**config.mk**
```make
export PLATFORM = sky130hd
export DESIGN_NAME = wb_stage
export DESIGN_NICKNAME = d
export VERILOG_FILES = /design/src/rtl/wb_stage.sv
export SDC_FILE = /design/constraint.sdc
export NUM_CORES = 1
export LEC_CHECK = 0
export ABC_AREA = 1
export CELL_PAD_IN_SITES_DETAIL_PLACEMENT = 2
export CELL_PAD_IN_SITES_GLOBAL_PLACEMENT = 2
export CORE_MARGIN = 1.5
export CORE_UTILIZATION = 33
export CTS_BUF_LIST = sky130_fd_sc_hd__clkbuf_8 sky130_fd_sc_hd__clkbuf_16
export CTS_CLUSTER_SIZE = 20
export DETAILED_ROUTE_END_ITERATION = 16
export DONT_BUFFER_PORTS = 1
export MAX_ROUTING_LAYER = met4
export PLACE_DENSITY = 0.87
export SYNTH_ARGS = -nofsm -noshare
export SYNTH_HDL_FRONTEND = slang
export SYNTH_SLANG_ARGS = --single-unit
```
**constraint.sdc**
```tcl
create_clock -name clk_i -period 2.9 [get_ports clk_i]
set_clock_uncertainty 0.15 [all_clocks]
set_input_delay 0.435 -clock clk_i [delete_from_list [all_inputs] [get_ports clk_i]]
set_output_delay 0.435 -clock clk_i [all_outputs]
set_load 0.05 [all_outputs]
```
**src/rtl/wb_stage.sv**
```systemverilog
// rtl/wb_stage.sv - MEM/WB pipeline register with load formatting and retire counter
//
// Purpose: captures the MEM-stage instruction on each rising edge, formats load
// data (byte/halfword extraction with sign or zero extension, big-endian lanes),
// drives the register file write port, flags misaligned loads and counts
// retired instructions. Every output is a flop output.
//
// Ports:
//   clk_i, rst_i          clock, asynchronous active-high reset
//   stall_i, flush_i      either one forces a bubble into WB
//   mem_valid_d           MEM stage holds a real instruction
//   mem_reg_write_d       instruction writes a GPR
//   mem_mem_to_reg_d      1 = load data, 0 = ALU result
//   mem_load_type_d       000 LW, 001 LH, 010 LHU, 011 LB, 100 LBU, others LW
//   mem_byte_off_d        load address bits [1:0]
//   mem_alu_result_d      ALU result
//   mem_load_data_d       raw aligned word from data memory
//   mem_dest_d            destination register
//   write_q               register file write enable
//   write_addr_q          register file write address
//   write_data_q          register file write data
//   wb_valid_q            valid, non-faulting instruction in WB
//   misalign_q            one-cycle pulse for a load with an illegal offset
//   retire_cnt_q          retired-instruction count (wraps)
module wb_stage #(
  parameter int WIDTH     = 32,
  parameter int R_WIDTH   = 5,
  parameter int CNT_WIDTH = 32
) (
  input  logic                 clk_i,
  input  logic                 rst_i,
  input  logic                 stall_i,
  input  logic                 flush_i,
  input  logic                 mem_valid_d,
  input  logic                 mem_reg_write_d,
  input  logic                 mem_mem_to_reg_d,
  input  logic [2:0]           mem_load_type_d,
  input  logic [1:0]           mem_byte_off_d,
  input  logic [WIDTH-1:0]     mem_alu_result_d,
  input  logic [WIDTH-1:0]     mem_load_data_d,
  input  logic [R_WIDTH-1:0]   mem_dest_d,
  output logic                 write_q,
  output logic [R_WIDTH-1:0]   write_addr_q,
  output logic [WIDTH-1:0]     write_data_q,
  output logic                 wb_valid_q,
  output logic                 misalign_q,
  output logic [CNT_WIDTH-1:0] retire_cnt_q
);

  localparam logic [2:0] LT_LH  = 3'b001;
  localparam logic [2:0] LT_LHU = 3'b010;
  localparam logic [2:0] LT_LB  = 3'b011;
  localparam logic [2:0] LT_LBU = 3'b100;

  logic             take;
  logic             misalign_c;
  logic [7:0]       byte_sel;
  logic [15:0]      half_sel;
  logic [WIDTH-1:0] load_fmt;
  logic [WIDTH-1:0] wdata_c;

  // A bubble is captured whenever the MEM slot is empty, stalled or killed.
  assign take = mem_valid_d & ~stall_i & ~flush_i;

  // Big-endian lanes: offset 0 is the most significant byte of the word.
  always_comb begin
    byte_sel = '0;
    case (mem_byte_off_d)
      2'd0:    byte_sel = mem_load_data_d[WIDTH-1  -: 8];
      2'd1:    byte_sel = mem_load_data_d[WIDTH-9  -: 8];
      2'd2:    byte_sel = mem_load_data_d[WIDTH-17 -: 8];
      default: byte_sel = mem_load_data_d[WIDTH-25 -: 8];
    endcase
  end

  // Only offsets 0 and 2 are legal for halfwords, so bit 1 picks the half.
  assign half_sel = mem_byte_off_d[1] ? mem_load_data_d[WIDTH-17 -: 16]
                                      : mem_load_data_d[WIDTH-1  -: 16];

  always_comb begin
    load_fmt   = mem_load_data_d;
    misalign_c = 1'b0;
    case (mem_load_type_d)
      LT_LH: begin
        load_fmt   = {{(WIDTH-16){half_sel[15]}}, half_sel};
        misalign_c = mem_byte_off_d[0];
      end
      LT_LHU: begin
        load_fmt   = {{(WIDTH-16){1'b0}}, half_sel};
        misalign_c = mem_byte_off_d[0];
      end
      LT_LB: begin
        load_fmt = {{(WIDTH-8){byte_sel[7]}}, byte_sel};
      end
      LT_LBU: begin
        load_fmt = {{(WIDTH-8){1'b0}}, byte_sel};
      end
      default: begin
        // LW and the unused encodings: whole word, offset 0 only.
        load_fmt   = mem_load_data_d;
        misalign_c = (mem_byte_off_d != 2'd0);
      end
    endcase
    // ALU results never fault, regardless of stale load_type/byte_off.
    if (!mem_mem_to_reg_d) begin
      misalign_c = 1'b0;
    end
  end

  assign wdata_c = mem_mem_to_reg_d ? load_fmt : mem_alu_result_d;

  always_ff @(posedge clk_i or posedge rst_i) begin
    if (rst_i) begin
      write_q      <= 1'b0;
      write_addr_q <= '0;
      write_data_q <= '0;
      wb_valid_q   <= 1'b0;
      misalign_q   <= 1'b0;
      retire_cnt_q <= '0;
    end else if (!take) begin
      write_q      <= 1'b0;
      write_addr_q <= '0;
      write_data_q <= '0;
      wb_valid_q   <= 1'b0;
      misalign_q   <= 1'b0;
    end else begin
      // r0 is hardwired to zero, so a write to it is never requested.
      write_q      <= mem_reg_write_d & (mem_dest_d != '0) & ~misalign_c;
      write_addr_q <= mem_dest_d;
      write_data_q <= wdata_c;
      wb_valid_q   <= ~misalign_c;
      misalign_q   <= misalign_c;
      if (!misalign_c) begin
        retire_cnt_q <= retire_cnt_q + {{(CNT_WIDTH-1){1'b0}}, 1'b1};
      end
    end
  end

endmodule

```
==> flow_summary.json <==
{
  "area_delta_synth_final_pct": 13.7,
  "fillers": 1635,
  "critical_path.top_delay_family": "simple AND/OR/NAND/NOR gates",
  "worst_ir_drop_vdd_uv": 285,
  "rsz0062_at_grt": "no",
  "cts_tree": "done",
  "dr.pass1.iters": 4,
  "r2r_cells": 10,
  "hpwl_um": 13600,
  "maxSlewViolCount": 0,
  "worst_pin_slew_ns": 0.670,
  "gp_congestion": 0.868,
  "path_cells": "buf_4, nand2_1, nor2_4, nand2_1, nor2_1, nand2_1, nand2_1, nand2_1, nand2_1, nand2_1",
  "fin_ws_ns": 0.689,
  "timing.rr.start": "retire_cnt_q[1]",
  "yosys_register_bits": 72,
  "leakagePower_nw": 2.55,
  "hp-start": "mem_dest_d[4]",
  "setup_viol": 0,
  "grtUsageTotal": 0.267,
  "fmax_mhz": 452,
  "grt_pass1_vias": 5312,
  "die_area_um2": 14600,
  "fin_tns_setup_ns": 0,
  "hold_class": "primary input to register",
  "cp.required_ns": 2.98,
  "vias_per_cell": 5.33,
  "layout-drive-gt1-share": 0.0996,
  "hold_viol": 0,
  "max_stage_delay_ns": 0.39,
  "crit_cells": 10,
  "rows": 42,
  "yosysUniqueCellTypes": 33,
  "r2r_slack_ns": 0.69,
  "antenna_found_initial": 0,
  "grt_pass1_wl_um": 29100,
  "hold_depth": 2,
  "avgSynthCellArea_um2": 6.75,
  "die_w_um": 121,
  "cp-end-kind": "register",
  "clkTransAtPathRegs_ns": 0.06,
  "die_h_um": 121,
  "insertion_delay_ns": 0.34,
  "start_kind": "register",
  "synthCells": 680,
  "cp-startpoint": "retire_cnt_q[1]",
  "coreArea_um2": 13400,
  "clock_path_buffers": 2,
  "cts.sinks": 72,
  "worst-setup-path-type": "register to register",
  "post_dp_cell_area_um2": 4890,
  "instances_no_fill": 879,
  "ys_seq_area_frac": 0.393,
  "status": "completed",
  "io_buffers": 0,
  "drt-total-wl_um": 18300,
  "max-cap-violations": 0,
  "cts-buffers-inserted": 9,
  "arrival_ns": 2.29,
  "grt_max_degree": 56,
  "num_vias": 4685,
  "pre_cts_ws_ns": 0.518,
  "crit_top_cell": "nand2_1",
  "cp_max_fo": 7,
  "syn-num-nets": 762,
  "yosys_warnings": 0,
  "critPathBufInv": 1,
  "cpMaxStageDelayCell": "nor2_1",
  "cts_resized": 0,
  "initial_core_util": 0.342,
  "synth.cell_area_um2": 4590,
  "period_share": 0.762,
  "nets": 780,
  "first_iter_violations": 177,
  "postRouteAntennaNets": 0,
  "drc": 0,
  "n_antenna_cell": 0,
  "power_density_nw_per_um2": 573,
  "dp_cells": 862,
  "grt.overflow.total": 0,
  "io_pins": 153,
  "cts-root-buf": "clkbuf_16",
  "relSlewSlack": 0.553,
  "finalInstanceArea_um2": 5220,
  "wl_per_cell_um": 20.8,
  "postLayoutCoreUtil": 0.389,
  "finalCriticalPeriod_ns": 2.21,
  "cts_max_level": 3
}
worst paths after layout:
| kind | endpoint |
|---|---|
| setup / recovery | retire_cnt_q[25] |
| hold / removal | write_addr_q[4] |
| setup reg to reg | retire_cnt_q[25] |
| hold reg to reg | retire_cnt_q[0] |
| max in group asynchronous | write_data_q[13] |
| min in group asynchronous | retire_cnt_q[7] |
power breakdown:
group	total, mW	switching (mW)	internal [mW]
clock	1.20	0.465	0.738
combinational	0.640	0.473	0.167
sequential	1.15	0.0926	1.06
synthesized netlist by cell type:
master / number / area share
nand3_2: 2 / 0.0044
buf_8: 1 / 0.0033
buf_2: 5 / 0.0055
buf_1: 1 / 0.00082
xor2_1: 6 / 0.011
inv_1: 58 / 0.047
clkinv_1: 1 / 0.00082
o21ai_1: 3 / 0.0033
nor2_4: 2 / 0.0049
dfrtp_1: 72 / 0.39
nand2_8: 1 / 0.0044
nand4_1: 5 / 0.0068
buf_6: 4 / 0.0098
inv_2: 3 / 0.0025
clkbuf_1: 11 / 0.0090
nand3_1: 21 / 0.023
nor2_1: 79 / 0.065
nor3_2: 1 / 0.0022
ha_1: 1 / 0.0027
o211ai_1: 14 / 0.023
nand2_4: 3 / 0.0074
a21oi_1: 62 / 0.068
nor2_2: 2 / 0.0027
or2_2: 1 / 0.0014
nand2_1: 273 / 0.22
inv_4: 2 / 0.0027
nand3b_1: 12 / 0.020
buf_4: 4 / 0.0065
nand2_2: 2 / 0.0027
a31oi_1: 2 / 0.0027
nand3_4: 2 / 0.0076
o21ai_0: 15 / 0.016
xnor2_1: 9 / 0.017
flip-flops by register name, indices dropped and copies added (netlist names):
| register | count |
|---|---|
| retire_cnt_q | 32 |
| misalign_q | 1 |
| write_addr_q | 5 |
| write_data_q | 32 |
| write_q | 1 |
| wb_valid_q | 1 |
stage by stage:
step | hold WS (ns) | total power [mW]
2_1_floorplan | 0.391 | 1.61
3_3_place_gp | 0.234 | 1.76
3_5_place_dp | 0.245 | 1.80
4_1_cts | 0.0527 | 3.01
5_1_grt | 0.0663 | 3.10
6_report | 0.0609 | 2.99
cell type report:
type | count | area, um^2 | share of cell area
multi-input cells | 518 | 2380 | 0.456
clock inverters | 4 | 51.3 | 0.00983
repair buffers | 33 | 250 | 0.0480
flip-flops and latches | 72 | 1800 | 0.345
inverters | 64 | 246 | 0.0472
clock buffers | 12 | 267 | 0.0511
well taps | 176 | 220 | 0.0422
metal layers:
layer / routed length (um) / global-route usage
met2: 9040 / 0.454
met3: 1100 / 0.0634
met1: 7600 / 0.308
met4: 540 / 0.0978
met5: 0 / -
what timing repair did:
| item | 4_1_cts | 5_1_grt |
|---|---|---|
| setup buffers | 0 | 0 |
| hold buffers | 1 | 0 |
| endpoints found under the hold margin | 26 | 0 |
| setup endpoints to repair | 0 | 0 |
layout by cell type, fill, tap and decap left out:
cell,netlist,final
nand3_2,2,2
ha_1,1,1
nor3_2,1,1
clkbuf_16,0,9
o21ai_1,3,3
a21oi_1,62,62
nor2_1,79,79
xnor2_1,9,9
clkinv_1,1,1
inv_1,58,57
dlygate4sd3_1,0,1
clkbuf_8,0,3
inv_4,2,2
nand3_1,21,21
o21ai_0,15,15
clkinv_4,0,1
nor2_2,2,2
nand3b_1,12,12
nand2_4,3,3
bufinv_16,0,1
nand2_1,273,273
xor2_1,6,6
nor2_4,2,2
nand2_8,1,1
clkinvlp_4,0,1
clkinv_2,0,2
nand4_1,5,5
a31oi_1,2,2
nand2_2,2,2
nand3_4,2,2
dfrtp_1,72,72
buf_4,4,32
o211ai_1,14,14
or2_2,1,1
inv_2,3,3
cell families (layout without fill, tap and decap cells):
family	Yosys count	count (layout)	share of synthesized area
AOI/OAI and AO/OA	96	96	0.113
buffers and inverters	90	113	0.0883
DFF	72	72	0.393
xor gates and xnor gates	15	15	0.0286
and+or+nand+nor	406	406	0.375
adders and majority gates	1	1	0.00273
(Power assumes the default switching activity.)
